**src/rtl/systolic_pkg.sv**
```systemverilog
// Shared defaults, FSM state type and sizing helper for the 2x2 systolic sequencer.
package systolic_pkg;

    localparam int DW_DEF         = 8;
    localparam int ARR_LAT_DEF    = 1;
    localparam int FIFO_DEPTH_DEF = 4;

    typedef enum logic [2:0] {
        IDLE,
        LOAD_C2,
        LOAD_C1,
        STREAM,
        DRAIN
    } seq_state_e;

    // Width able to hold every value 0..depth inclusive.
    function automatic int credit_w(input int depth);
        return $clog2(depth + 1);
    endfunction

endpackage

```
**src/rtl/seq_result_fifo.sv**
```systemverilog
// Result FIFO of {last, Y1, Y0}; its occupancy count feeds the issue credit counter.
// Latency: written entry is visible on rd_vld/rd_dat the cycle after the write.
// Backpressure: none upstream (credits prevent overrun); write+read in one cycle is legal even when full.
module seq_result_fifo #(
    parameter int W     = 17,
    parameter int DEPTH = 4,
    parameter int CW    = $clog2(DEPTH + 1)
) (
    input  logic          clk,
    input  logic          reset,
    input  logic          wr_vld,
    input  logic [W-1:0]  wr_dat,
    input  logic          rd_rdy,
    output logic          rd_vld,
    output logic [W-1:0]  rd_dat,
    output logic [CW-1:0] count
);

    localparam int AW = (DEPTH > 1) ? $clog2(DEPTH) : 1;

    logic [W-1:0]  mem [DEPTH];
    logic [AW-1:0] wr_ptr;
    logic [AW-1:0] rd_ptr;
    logic          rd_fire;

    assign rd_vld  = (count != '0);
    assign rd_fire = rd_vld && rd_rdy;
    // Data bus reads as zero while empty so stale storage never shows on the port.
    assign rd_dat  = rd_vld ? mem[rd_ptr] : '0;

    always_ff @(posedge clk) begin
        if (reset) begin
            wr_ptr <= '0;
            rd_ptr <= '0;
            count  <= '0;
        end else begin
            if (wr_vld) begin
                wr_ptr <= wr_ptr + AW'(1);
            end
            if (rd_fire) begin
                rd_ptr <= rd_ptr + AW'(1);
            end
            count <= count + CW'(wr_vld) - CW'(rd_fire);
        end
    end

    always_ff @(posedge clk) begin
        if (wr_vld) begin
            mem[wr_ptr] <= wr_dat;
        end
    end

    overflow_check: assert property (@(posedge clk) disable iff (reset)
        !(wr_vld && !rd_fire && (count == CW'(DEPTH))));

endmodule

```
**src/rtl/systolic_2x2_sequencer.sv**
```systemverilog
// Runs one job on array_2_2: weight load, row-skewed issue, column realign into a result FIFO.
// Latency: vector accepted at edge t is pushed in cycle t+3+ARR_LAT, y_valid one cycle later.
// Backpressure: x_ready only while credits (FIFO space minus in-flight) remain; bias via SYSTOLIC_SEQ_BIAS_EN.
module systolic_2x2_sequencer
    import systolic_pkg::*;
#(
    parameter int DW         = DW_DEF,
    parameter int ARR_LAT    = ARR_LAT_DEF,
    parameter int FIFO_DEPTH = FIFO_DEPTH_DEF
) (
    input  logic            clk,
    input  logic            reset,
    input  logic            w_valid,
    output logic            w_ready,
    input  logic [4*DW-1:0] w_data,
    input  logic [2*DW-1:0] b_data,
    input  logic            x_valid,
    output logic            x_ready,
    input  logic [2*DW-1:0] x_data,
    input  logic            x_last,
    output logic            y_valid,
    input  logic            y_ready,
    output logic [2*DW-1:0] y_data,
    output logic            y_last,
    output logic            load,
    output logic [DW-1:0]   row_1_load,
    output logic [DW-1:0]   row_2_load,
    output logic [DW-1:0]   row_1_data,
    output logic [DW-1:0]   row_2_data,
    output logic [DW-1:0]   col_1_initial,
    output logic [DW-1:0]   col_2_initial,
    input  logic [DW-1:0]   col_1_out,
    input  logic [DW-1:0]   col_2_out
);

    localparam int L  = ARR_LAT + 3;
    localparam int CW = credit_w(FIFO_DEPTH);

    seq_state_e    state_q;
    seq_state_e    state_n;
    logic [DW-1:0] w00_q;
    logic [DW-1:0] w10_q;
    logic [DW-1:0] x1_q;
    logic [L:1]    pipe_vld;
    logic [L:1]    pipe_last;
    logic [DW-1:0] y0_a;
    logic [DW-1:0] y0_b;
    logic [DW-1:0] y1_b;
    logic [CW-1:0] fifo_count;
    logic [CW-1:0] inflight;
    logic [CW-1:0] credits;
    logic [CW-1:0] credits_n;
    logic [2*DW:0] fifo_rd_dat;
    logic          w_fire;
    logic          x_fire;
    logic          y_pop;
    logic          load_n;
    logic [DW-1:0] rl1_n;
    logic [DW-1:0] rl2_n;

    assign w_fire = w_valid && w_ready;
    assign x_fire = x_valid && x_ready;
    assign y_pop  = y_valid && y_ready;

    always_comb begin
        inflight = '0;
        for (int k = 1; k <= L; k++) begin
            inflight = inflight + CW'(pipe_vld[k]);
        end
    end

    // Next-cycle credits are exact, which lets x_ready be a plain register.
    assign credits   = CW'(FIFO_DEPTH) - fifo_count - inflight;
    assign credits_n = credits - CW'(x_fire) + CW'(y_pop);

    always_comb begin
        state_n = state_q;
        load_n  = 1'b0;
        rl1_n   = '0;
        rl2_n   = '0;
        case (state_q)
            IDLE: begin
                if (w_fire) begin
                    state_n = LOAD_C2;
                    load_n  = 1'b1;
                    rl1_n   = w_data[DW +: DW];
                    rl2_n   = w_data[3*DW +: DW];
                end
            end
            LOAD_C2: begin
                state_n = LOAD_C1;
                load_n  = 1'b1;
                rl1_n   = w00_q;
                rl2_n   = w10_q;
            end
            LOAD_C1: state_n = STREAM;
            STREAM: begin
                if (x_fire && x_last) begin
                    state_n = DRAIN;
                end
            end
            DRAIN: begin
                if (pipe_vld == '0) begin
                    state_n = IDLE;
                end
            end
            default: state_n = IDLE;
        endcase
    end

    always_ff @(posedge clk) begin
        if (reset) begin
            state_q    <= IDLE;
            w_ready    <= 1'b0;
            x_ready    <= 1'b0;
            load       <= 1'b0;
            row_1_load <= '0;
            row_2_load <= '0;
            row_1_data <= '0;
            row_2_data <= '0;
            w00_q      <= '0;
            w10_q      <= '0;
            x1_q       <= '0;
            pipe_vld   <= '0;
            pipe_last  <= '0;
            y0_a       <= '0;
            y0_b       <= '0;
            y1_b       <= '0;
        end else begin
            state_q    <= state_n;
            w_ready    <= (state_n == IDLE);
            x_ready    <= (state_n == STREAM) && (credits_n != '0);
            load       <= load_n;
            row_1_load <= rl1_n;
            row_2_load <= rl2_n;
            if (w_fire) begin
                w00_q <= w_data[0 +: DW];
                w10_q <= w_data[2*DW +: DW];
            end
            if (x_fire) begin
                x1_q <= x_data[2*DW-1:DW];
            end
            pipe_vld   <= {pipe_vld[L-1:1], x_fire};
            pipe_last  <= {pipe_last[L-1:1], x_fire && x_last};
            row_1_data <= x_fire ? x_data[DW-1:0] : '0;
            row_2_data <= pipe_vld[1] ? x1_q : '0;
            // Column 1 finishes one cycle ahead of column 2; hold it until its partner arrives.
            if (pipe_vld[1+ARR_LAT]) begin
                y0_a <= col_1_out;
            end
            if (pipe_vld[2+ARR_LAT]) begin
                y0_b <= y0_a;
                y1_b <= col_2_out;
            end
        end
    end

`ifdef SYSTOLIC_SEQ_BIAS_EN
    logic [DW-1:0] b0_q;
    logic [DW-1:0] b1_q;

    always_ff @(posedge clk) begin
        if (reset) begin
            b0_q          <= '0;
            b1_q          <= '0;
            col_1_initial <= '0;
            col_2_initial <= '0;
        end else begin
            if (w_fire) begin
                b0_q <= b_data[DW-1:0];
                b1_q <= b_data[2*DW-1:DW];
            end
            col_1_initial <= x_fire ? b0_q : '0;
            col_2_initial <= pipe_vld[1] ? b1_q : '0;
        end
    end
`else
    logic unused_b_data;

    assign unused_b_data = ^b_data;
    assign col_1_initial = '0;
    assign col_2_initial = '0;
`endif

    seq_result_fifo #(
        .W     (2*DW + 1),
        .DEPTH (FIFO_DEPTH),
        .CW    (CW)
    ) u_fifo (
        .clk    (clk),
        .reset  (reset),
        .wr_vld (pipe_vld[L]),
        .wr_dat ({pipe_last[L], y1_b, y0_b}),
        .rd_rdy (y_ready),
        .rd_vld (y_valid),
        .rd_dat (fifo_rd_dat),
        .count  (fifo_count)
    );

    assign y_last = fifo_rd_dat[2*DW];
    assign y_data = fifo_rd_dat[2*DW-1:0];

endmodule

```
**config.mk**
```make
export PLATFORM = sky130hd
export DESIGN_NAME = systolic_2x2_sequencer
export DESIGN_NICKNAME = d
export VERILOG_FILES = /design/src/rtl/systolic_pkg.sv /design/src/rtl/seq_result_fifo.sv /design/src/rtl/systolic_2x2_sequencer.sv
export SDC_FILE = /design/constraint.sdc
export NUM_CORES = 1
export LEC_CHECK = 0
export ABC_AREA = 0
export CAP_MARGIN = 20
export CORE_ASPECT_RATIO = 0.9
export CORE_MARGIN = 2
export CORE_UTILIZATION = 45
export DETAILED_ROUTE_END_ITERATION = 8
export DONT_BUFFER_PORTS = 1
export SLEW_MARGIN = 20
export SYNTH_ARGS = -nofsm -noshare
export SYNTH_HDL_FRONTEND = slang
export SYNTH_SLANG_ARGS = --single-unit
export TNS_END_PERCENT = 20
```
**constraint.sdc**
```tcl
create_clock -name clk -period 3.2 [get_ports clk]
set_input_delay 0 -clock clk [delete_from_list [all_inputs] [get_ports clk]]
set_output_delay 0 -clock clk [all_outputs]
set_load 0.02 [all_outputs]
```
==> reports/results.ini, run 1 <==
[worst_setup_path]
critPathMaxFanout=4
crit_type=reg -> reg
endpoint_kind=register
required_ps=3540
worstReg2RegEnd=x_ready$_SDFF_PP0_
crit-reg2reg-launch=u_fifo.count[0]$_SDFF_PP0_
reg2reg_slack_ps=160
startpoint_type=register
arrival_ps=3380
r2r_cells=11

[synth]
ys_types=36
synth_flop_cell=dfxtp_1
syn_area_um2=6410
syn_area_per_cell_um2=12.7
synthCells=503
yosysTopAreaCellShare_pct=32.2
yosys-top-cells-area=dfxtp_1 32%, edfxtp_1 32%, mux4_2 6.0%, mux2i_1 3.9%, nand2_1 3.0%
yosysSeqAreaShare_pct=64.0
yosysWarnings=0
async_flop_share_pct=0
synth-seq-cells=171
synth_edf_count=68
synth_top_area_cell=dfxtp_1
synth.most_common_cell=dfxtp_1
synth_common_cells=103 x dfxtp_1, 68 x edfxtp_1, 51 x nand2_1, 51 x nor2_1, 28 x a21oi_1

[sta]
hold_viol_final=0
finalCritPeriodShare_pct=95.1
period_needed_ps=3040
rsz0062_at_grt=no
clock.fmax_mhz=329
final_max_slew_viol_count=0
fin_skew_ps=10.4
maxSlewHeadroom_pct=34.3
setup_viol=0
setup_tns_ps=0
worstMarginPinSlew_ps=986

[clock_tree]
cts_setup_buffers=0
cts-root-buf=clkbuf_16
clkSinkCount=171
cts_buffers=17
cts_buffer_depth=2
cts_htree_levels=4
clk_pin_slew_ps=60
clkLatencyLatePin_ps=430
cts_tree=built

[die]
pin_count=155
initial_core_util_pct=45.9
die_h_um=117
core_region_area_um2=14000
placementRows=41
fp.dieW_um=130
dieArea_um2=15200

[layout]
area_delta_synth_final_pct=22.2
nNetsFinal=672
drive_above_1_share_pct=10.4
fin_util_pct=56.1
antenna_cells=0
fill_cells=1155

[power_and_ir_drop]
power_density_nw_per_um2=706
leakage_uw=0.00273
max-vdd-ir-drop_mv=0.439

[global_routing]
antenna_found_initial=0
grt_pass1_vias=3923
grt_overflow_total=0
grt_pass1_wl_um=19700
grt_util_all_layers_pct=17.4
grt_max_degree=69

[flow_run]
maxCapViolations=0

[outcome]
status=finished clean

[routing]
drt_iter0_markers=170
wl_um=12500
drt_pass1_iterations=4
routed_via_density=4.94
num_vias=3848
drt-wirelength-per-cell_um=16.1
drtAntennaViolNets=0
drc=0

[worst_hold_path]
hold_class=in -> reg
holdPathEnd=state_q[0]$_SDFF_PP0_
hold_depth=3
holdCritStartpoint=x_last

[placement]
place_congestion=0.749
dp_hpwl_um=7360
portBuffers=0

where the power goes:
part	switching [µW]	internal, µW	leakage, µW
logic	689	467	0.00101
registers	81.8	2320	0.00146
clock network	809	1160	0.000271
total	1580	3950	0.00273
cells in the final DEF, fill, tap and decap left out, types with 3 or more instances in the layout:
cell type / instances
a32oi_1: 16
dlygate4sd3_1: 69
clkinv_2: 3
and2_1: 23
mux2i_1: 25
buf_4: 10
dfxtp_1: 103
nor2b_1: 22
nor2_1: 51
nand2_1: 51
clkbuf_1: 3
fa_1: 6
a21oi_1: 28
ha_1: 7
clkinvlp_4: 3
inv_1: 18
xnor2_1: 5
edfxtp_1: 68
conb_1: 16
mux4_2: 17
clkbuf_16: 17
worst max-delay path: stages, from the launching register on:
cell      delay, ps
dfxtp_1         350
o31ai_2         290
inv_1           110
fa_1            490
inv_1            50
fa_1            490
inv_1            60
fa_1            390
ha_1            220
xnor2_1         180
xnor2_1          90
a211oi_1        240
routing by layer:
| layer | GRT usage (%) | vias to the layer above | part of all wire (%) |
|---|---|---|---|
| li1 | - | 1846 | - |
| met1 | 20.1 | 1860 | 42 |
| met2 | 29.5 | 120 | 50 |
| met3 | 5.50 | 22 | 5.5 |
| met4 | 8.39 | 0 | 2.3 |
| met5 | 0 | - | 0 |
how the worst max path moves through the flow:
stage	start	to	slack (ps)	cells after the start
after global routing	u_fifo.count[0]$_SDFF_PP0_	x_ready$_SDFF_PP0_	30	11
final	u_fifo.count[0]$_SDFF_PP0_	x_ready$_SDFF_PP0_	160	11
after CTS	u_fifo.count[0]$_SDFF_PP0_	x_ready$_SDFF_PP0_	100	11
after detailed placement	u_fifo.count[0]$_SDFF_PP0_	x_ready$_SDFF_PP0_	180	11
after global placement	u_fifo.count[2]$_SDFF_PP0_	x_ready$_SDFF_PP0_	280	11
after floorplan	x_ready$_SDFF_PP0_	x_ready$_SDFF_PP0_	160	13
flip-flops by register name, indices dropped and copies added, names as in the netlist, 8 cells and up, named ones only:
register / count
x1_q: 8
w00_q: 8
row_1_load: 8
y0_b: 8
row_2_load: 8
row_1_data: 8
row_2_data: 8
w10_q: 8
y1_b: 8
u_fifo.mem: 68
y0_a: 8
per-stage QoR:
stage          instance area, µm²  cells  hold slack, ps  power [µW]  worst slack, ps
2_1_floorplan                6470    518             101        3340              164
3_3_place_gp                 6530    677            75.3        3480              278
3_5_place_dp                 6530    677            76.4        3520              178
4_1_cts                      7820    779            3.61        5590              102
5_1_grt                      7830    779            34.8        5780             33.9
6_report                     7830    779            12.3        5530              156
cell type report:
class	count	area, µm²	area share (%)
clock buffer	21	450	5.75
clock inverter	11	119	1.52
inverter	18	67.6	0.863
multi-input combinational	285	2060	26.3
tap	193	241	3.08
sequential	171	4100	52.4
timing repair buffer	80	793	10.1
cells by family (layout without fill, tap and decap cells):
| kind of cell | count (synthesis) | after routing | synth area share [%] |
|---|---|---|---|
| compound gates | 50 | 50 | 5.13 |
| mux | 42 | 42 | 9.88 |
| flops | 171 | 171 | 64.0 |
| xor+xnor | 7 | 7 | 0.956 |
| other cells | 1 | 16 | 0.0585 |
| fa+ha+maj | 13 | 13 | 3.24 |
| simple gates | 157 | 157 | 11.5 |
| buf+inv | 62 | 130 | 5.17 |
repair_timing:
action                                  CTS  global route
endpoints found under the setup margin    0             1
hold buffers                             70             0
hold endpoints to repair                102             0
gates resized for setup                   0             1
Note: power is estimated with default switching activity, not from simulation.
==> run 2, diff against run 1 <==
- ABC_AREA: 0 -> 1
==> run 2 against run 1 <==
- combinational power barely moved
- worst setup slack improved by 130 ps
- synthesized cell count rose by 33%
- register-to-register slack improved by 130 ps
- clock power barely moved
- cell area rose by 0.61%
- die area rose by 1.0%
- sequential cell count did not move
- global-route usage rose by 2.1 points
- clock skew fell by 2.3 ps
- largest cell class unchanged
- synthesized area rose by 1.1%
- critical endpoint unchanged
==> reports/results.ini, run 2 <==
[outcome]
status=finished clean  ; unchanged

[synth]
yosysSeqAreaShare_pct=63.3  ; was 64.0%
synth_fa_ha_area_share_pct=3.21  ; was 3.24%
synth_top_area_cell=dfxtp_1  ; unchanged
syn_area_per_cell_um2=9.66  ; was 12.7 µm²
synthMuxAreaShare_pct=0  ; was 9.88%
async_flop_share_pct=0  ; unchanged
yosysWarnings=0  ; unchanged
synth_common_cells=185 x nor2_1, 103 x dfxtp_1, 78 x o21ai_0  ; was 103 x dfxtp_1, 68 x edfxtp_1, 51 x nand2_1, 51 x nor2_1, 28 x a21oi_1
synth_compound_area_share_pct=10.4  ; was 5.13%
synthXorXnorAreaFrac_pct=0.135  ; was 0.956%
synth_edf_count=68  ; unchanged
synth.most_common_cell=nor2_1  ; was dfxtp_1
synth_flop_cell=dfxtp_1  ; unchanged
synth-seq-cells=171  ; unchanged
syn_area_um2=6480  ; was 6410 µm²
ys_types=26  ; was 36
synthCells=671  ; was 503
synth_top_family_by_area=simple AND/OR/NAND/NOR gates  ; unchanged
yosysTopAreaCellShare_pct=31.8  ; was 32.2%
synthSimpleGateAreaFrac_pct=15.0  ; was 11.5%
yosys-top-cells-area=dfxtp_1 32%, edfxtp_1 32%, nor2_1 11%, o21ai_0 6.0%, a21oi_1 3.6%  ; was dfxtp_1 32%, edfxtp_1 32%, mux4_2 6.0%, mux2i_1 3.9%, nand2_1 3.0%

[sta]
hold_viol_final=0  ; unchanged
fin_skew_ps=8.07  ; was 10.4 ps
final_max_slew_viol_count=0  ; unchanged
finalCritPeriodShare_pct=91.0  ; was 95.1%
setup_tns_ps=0  ; unchanged
rsz0062_at_grt=no  ; unchanged
timing.final.ws_setup_ps=288  ; was 156 ps
clock.fmax_mhz=343  ; was 329 MHz
timing.hold.ws_ps=46.8  ; was 12.3 ps
maxSlewHeadroom_pct=42.8  ; was 34.3%
worstMarginPinSlew_ps=857  ; was 986 ps
period_needed_ps=2910  ; was 3040 ps
setup_viol=0  ; unchanged

[placement]
dp_hpwl_um=8510  ; was 7360 µm
place_congestion=0.777  ; was 0.749
portBuffers=0  ; unchanged
pre_cts_slack_ps=281  ; was 178 ps
dp.cells=844  ; was 677

[global_routing]
met3_usage_pct=5.59  ; was 5.50%
grt_pass1_wl_um=23100  ; was 19700 µm
grt_use_met2_pct=33.4  ; was 29.5%
gr-usage-met1_pct=23.3  ; was 20.1%
grt_max_degree=35  ; was 69
grt_pass1_vias=4640  ; was 3923
busiest_layer=met2  ; unchanged
antenna_found_initial=0  ; unchanged
grt_overflow_total=0  ; unchanged
grt_util_all_layers_pct=19.5  ; was 17.4%

[clock_tree]
cts_tree=built  ; unchanged
clkLatencyLatePin_ps=410  ; was 430 ps
clkSinkCount=171  ; unchanged
cts-root-buf=clkbuf_16  ; unchanged
cts_htree_levels=4  ; unchanged
clk_pin_slew_ps=60  ; about the same
cts_setup_buffers=0  ; unchanged
cts_buffer_depth=2  ; unchanged
cts_buffers=17  ; unchanged

[worst_setup_path]
required_ps=3510  ; was 3540 ps
startpoint_type=register  ; unchanged
crit_type=reg -> reg  ; unchanged
crit_start=u_fifo.count[1]$_SDFF_PP0_  ; was u_fifo.count[0]$_SDFF_PP0_
worstReg2RegEnd=x_ready$_SDFF_PP0_  ; unchanged
crit-reg2reg-launch=u_fifo.count[1]$_SDFF_PP0_  ; was u_fifo.count[0]$_SDFF_PP0_
r2r_cells=14  ; was 11
arrival_ps=3220  ; was 3380 ps
reg2reg_slack_ps=290  ; was 160 ps
critPathMaxFanout=4  ; unchanged
crit_path_end=x_ready$_SDFF_PP0_  ; unchanged
endpoint_kind=register  ; unchanged

[layout]
area_delta_synth_final_pct=21.6  ; was 22.2%
largest_reg_flops=68  ; unchanged
layout.cells.non_filler=948  ; was 779
mostFrequentLayoutCell=nor2_1  ; was dfxtp_1
drive_above_1_share_pct=6.89  ; was 10.4%
antenna_cells=0  ; unchanged
regMostFlops=u_fifo.mem  ; unchanged
nNetsFinal=842  ; was 672
multi_input_area_um2=1920  ; was 2060 µm²
final_cell_mix=185 x nor2_1, 103 x dfxtp_1, 78 x o21ai_0, 72 x dlygate4sd3_1, 68 x edfxtp_1  ; was 103 x dfxtp_1, 69 x dlygate4sd3_1, 68 x edfxtp_1, 51 x nor2_1, 51 x nand2_1
register_area_um2=4100  ; unchanged
fill_cells=1214  ; was 1155

[worst_hold_path]
hold_class=in -> reg  ; unchanged

[die]
fp.dieW_um=130  ; about the same
die_h_um=118  ; was 117 µm
initial_core_util_pct=46.1  ; was 45.9%
pin_count=155  ; unchanged
placementRows=41  ; unchanged
dieArea_um2=15400  ; was 15200 µm²
core_region_area_um2=14100  ; was 14000 µm²

[routing]
drt-wirelength-per-cell_um=15.1  ; was 16.1 µm
wl_um=14300  ; was 12500 µm
num_vias=4571  ; was 3848
drt_pass1_iterations=5  ; was 4
drt_iter0_markers=258  ; was 170
drtAntennaViolNets=0  ; unchanged
drc=0  ; unchanged
routed_via_density=4.82  ; was 4.94

[flow_run]
maxCapViolations=0  ; unchanged

[power_and_ir_drop]
max-vdd-ir-drop_mv=0.372  ; was 0.439 mV
leakage_uw=0.00313  ; was 0.00273 µW
power_density_nw_per_um2=703  ; was 706 nW/µm²

-- run 2: cell count changes in the layout (fill, tap and decap cells not counted), sizes merged, moves of 7 or more --
cell / change
mux2i: -25
a32oi: -16
nand3: +7
o21ai: +85
nor2: +134
nor2b: -22
mux4: -17
a21oi: +20
and2: -23
inv: +38
-- run 2: stage by stage --
| step | total power, µW | cell area [µm²] | utilization, % |
|---|---|---|---|
| after floorplan | 3350 | 6540 | - |
| after global placement | 3520 | 6570 | 46.7 |
| after detailed placement | 3550 | 6570 | 46.7 |
| after CTS | 5590 | 7880 | 56.1 |
| final | 5540 | 7880 | 56.1 |
| after global routing | 5830 | 7880 | 56.1 |
-- run 2: kinds of logic after synthesis --
| logic type | after synthesis |
|---|---|
| simple gates | 249 |
| compound gates | 134 |
| fa+ha+maj | 13 |
| other cells | 1 |
| buf+inv | 102 |
| xor+xnor | 1 |
| flops | 171 |
-- run 2: timing repair --
action | 4_1_cts | 5_1_grt
resized for setup | 0 | 0
hold buffers | 73 | 0
endpoints found under the hold margin | 92 | 0
-- run 2: metal layers --
| metal | wire length, µm | part of all wire (%) |
|---|---|---|
| met1 | 6190 | 43 |
| met2 | 7170 | 50 |
| met3 | 780 | 5.4 |
| met4 | 202 | 1.4 |
| met5 | 0 | 0 |
-- run 2: report_power, final --
part	switching, µW	total, µW	internal (µW)
combinational	819	1170	356
clock	777	1950	1180
sequential	77.8	2410	2330
-- run 2: worst min-delay path by stage --
| stage | end | from | cells past startpoint | slack, ps |
|---|---|---|---|---|
| floorplan | row_1_data[0]$_SDFF_PP0_ | x_data[0] | 2 | 110 |
| global placement | state_q[1]$_SDFF_PP0_ | reset | 1 | 70 |
| detailed placement | row_1_load[6]$_SDFF_PP0_ | reset | 1 | 70 |
| CTS | pipe_vld[1]$_SDFF_PP0_ | x_valid | 3 | 30 |
| global route | x1_q[7]$_SDFFE_PP0P_ | x_valid | 3 | 70 |
| finish | pipe_vld[1]$_SDFF_PP0_ | x_valid | 3 | 50 |
-- run 2: layout make-up --
type,instances,share of cell area (%)
Multi-Input combinational cell,413,24.4
Clock buffer,27,6.97
Timing Repair Buffer,83,10.4
Sequential cell,171,52.1
Tap cell,193,3.06
Clock inverter,4,0.302
Inverter,57,2.81
-- run 2: worst max-delay path: stages, from the launching register on --
cell     delay [ps]
dfxtp_1         350
inv_1           150
nand3_1         130
nand2_1         110
inv_1            90
fa_1            490
inv_1            50
fa_1            480
inv_1            50
fa_1            370
ha_1            290
nor2_1           90
nand3_1          70
nand2_1          60
nor2_1           30
==> run 3, diff against run 2 <==
- CORE_ASPECT_RATIO: 0.9 -> 0.7
==> run 3 against run 2 <==
- via count is 0.55% lower
- critical path type unchanged
- final cell count shrank 0.42%
- highest routed layer unchanged
- total power shrank 1.4%
==> reports/results.ini, run 3 (synthesis gave the netlist of run 2 again) <==
[clock_tree]
cts_htree_levels=4  ; unchanged
cts-root-buf=clkbuf_16  ; unchanged
cts_tree=built  ; unchanged
cts_resized=0  ; unchanged
cts_buffer_depth=2  ; unchanged
cts_setup_buffers=0  ; unchanged
clkSinkCount=171  ; unchanged
cts_buffers=17  ; unchanged
holdBufCountCts=72  ; was 73
clkLatencyLatePin_ps=420  ; was 410 ps
clk_pin_slew_ps=60  ; about the same

[worst_setup_path]
max_stage_delay_ps=490  ; about the same
startpoint_type=register  ; unchanged
crit_family=adder cells  ; unchanged
critPathMaxFanout=4  ; unchanged
cpMaxStageDelayCell=fa_1  ; unchanged
crit_path_frequent_cell=inv_1  ; unchanged
path_cells=inv_1 -> nand3_1 -> nand2_1 -> inv_1 -> fa_1 -> inv_1 -> fa_1 -> inv_1 -> fa_1 -> ha_1 -> nor2_1 -> nand3_1 -> nand2_1 -> nor2_1  ; unchanged
critPathBufInv=4  ; unchanged
arrival_ps=3280  ; was 3220 ps
endpoint_kind=register  ; unchanged
crit_type=reg -> reg  ; unchanged
required_ps=3510  ; about the same

[sta]
worstMarginPinSlew_ps=932  ; was 857 ps
finalCritPeriodShare_pct=92.8  ; was 91.0%
final_max_slew_viol_count=0  ; unchanged
rsz0062_at_grt=no  ; unchanged
setup_tns_ps=0  ; unchanged
clock.fmax_mhz=337  ; was 343 MHz
hold_viol_final=0  ; unchanged
timing.hold.ws_ps=52.0  ; was 46.8 ps
maxSlewHeadroom_pct=37.8  ; was 42.8%
fin_skew_ps=7.56  ; was 8.07 ps
period_needed_ps=2970  ; was 2910 ps
setup_viol=0  ; unchanged

[layout]
final_cell_mix=185 x nor2_1, 103 x dfxtp_1, 78 x o21ai_0, 71 x dlygate4sd3_1, 68 x edfxtp_1  ; was 185 x nor2_1, 103 x dfxtp_1, 78 x o21ai_0, 72 x dlygate4sd3_1, 68 x edfxtp_1
fin_util_pct=55.8  ; was 56.1%
antenna_cells=0  ; unchanged
largest_reg_flops=68  ; unchanged
nNetsFinal=840  ; was 842
mostFrequentLayoutCell=nor2_1  ; unchanged
regMostFlops=u_fifo.mem  ; unchanged
area_delta_synth_final_pct=20.7  ; was 21.6%
drive_above_1_share_pct=6.50  ; was 6.89%

[routing]
routed_via_density=4.82  ; about the same
num_vias=4546  ; was 4571
wl_met3_um=788  ; was 780 µm
top_layer=met4  ; unchanged
drt-wirelength-per-cell_um=15.3  ; was 15.1 µm
dr_wl_met2_um=6810  ; was 7170 µm
wl_um=14400  ; was 14300 µm
drtAntennaViolNets=0  ; unchanged
drt_pass1_iterations=4  ; was 5
wl_met1_um=6610  ; was 6190 µm
drc=0  ; unchanged
drt_iter0_markers=264  ; was 258

[global_routing]
antenna_found_initial=0  ; unchanged
grt_max_degree=36  ; was 35
grt_pass1_wl_um=23100  ; about the same
grt_overflow_total=0  ; unchanged
grt_util_all_layers_pct=19.5  ; about the same
grt_pass1_vias=4595  ; was 4640

[outcome]
status=finished clean  ; unchanged

[die]
fp.dieW_um=147  ; was 130 µm
dieArea_um2=15400  ; about the same
die_h_um=104  ; was 118 µm
initial_core_util_pct=46.2  ; was 46.1%
placementRows=36  ; was 41
pin_count=155  ; unchanged
core_region_area_um2=14000  ; was 14100 µm²

[power_and_ir_drop]
max-vdd-ir-drop_mv=0.407  ; was 0.372 mV
leakage_uw=0.00308  ; was 0.00313 µW
power_density_nw_per_um2=698  ; was 703 nW/µm²

[worst_hold_path]
hold_class=in -> reg  ; unchanged

[placement]
dp_hpwl_um=8790  ; was 8510 µm
portBuffers=0  ; unchanged
place_congestion=0.762  ; was 0.777

[flow_run]
maxCapViolations=0  ; unchanged

## run 3: layout make-up
cell class | instances | area [µm²]
clock buffer | 18 | 429
sequential | 171 | 4100
timing repair buffer | 81 | 798
tap | 190 | 238
inverter | 57 | 221
multi-input combinational | 413 | 1920
clock inverter | 14 | 106
fill | 1197 | 6190
## run 3: worst paths after layout
kind | startpoint | to | slack (ps) | depth (start not counted)
max | u_fifo.count[1]$_SDFF_PP0_ | x_ready$_SDFF_PP0_ | 230 | 14
max reg2reg | u_fifo.count[1]$_SDFF_PP0_ | x_ready$_SDFF_PP0_ | 230 | 14
min | x_valid | pipe_vld[1]$_SDFF_PP0_ | 50 | 3
min reg2reg | pipe_last[2]$_SDFF_PP0_ | pipe_last[3]$_SDFF_PP0_ | 400 | 2
## run 3: through the flow
step           power [µW]  setup slack (ps)  cells  cell area, µm²
3_3_place_gp         3510               363    840            6560
4_1_cts              5490               201    944            7820
6_report             5460               232    944            7820
2_1_floorplan        3350               227    686            6540
5_1_grt              5740              39.2    944            7820
3_5_place_dp         3560               245    840            6560
## run 3: per-layer routing
metal | global-route usage [%] | vias up
met5 | 0 | -
met4 | 7.62 | 0
met3 | 6.01 | 20
met2 | 31.7 | 126
met1 | 24.5 | 2119
li1 | - | 2281
## run 3: power by group
group	internal, µW	leakage (µW)	switching, µW
logic	360	0.00135	814
registers	2330	0.00148	99.7
clock network	1050	0.000245	801
## run 3: tightest hold or removal path: cells and delay by family
kind	cells	cell delay, ps
buf+inv	1	230
simple gates	2	180
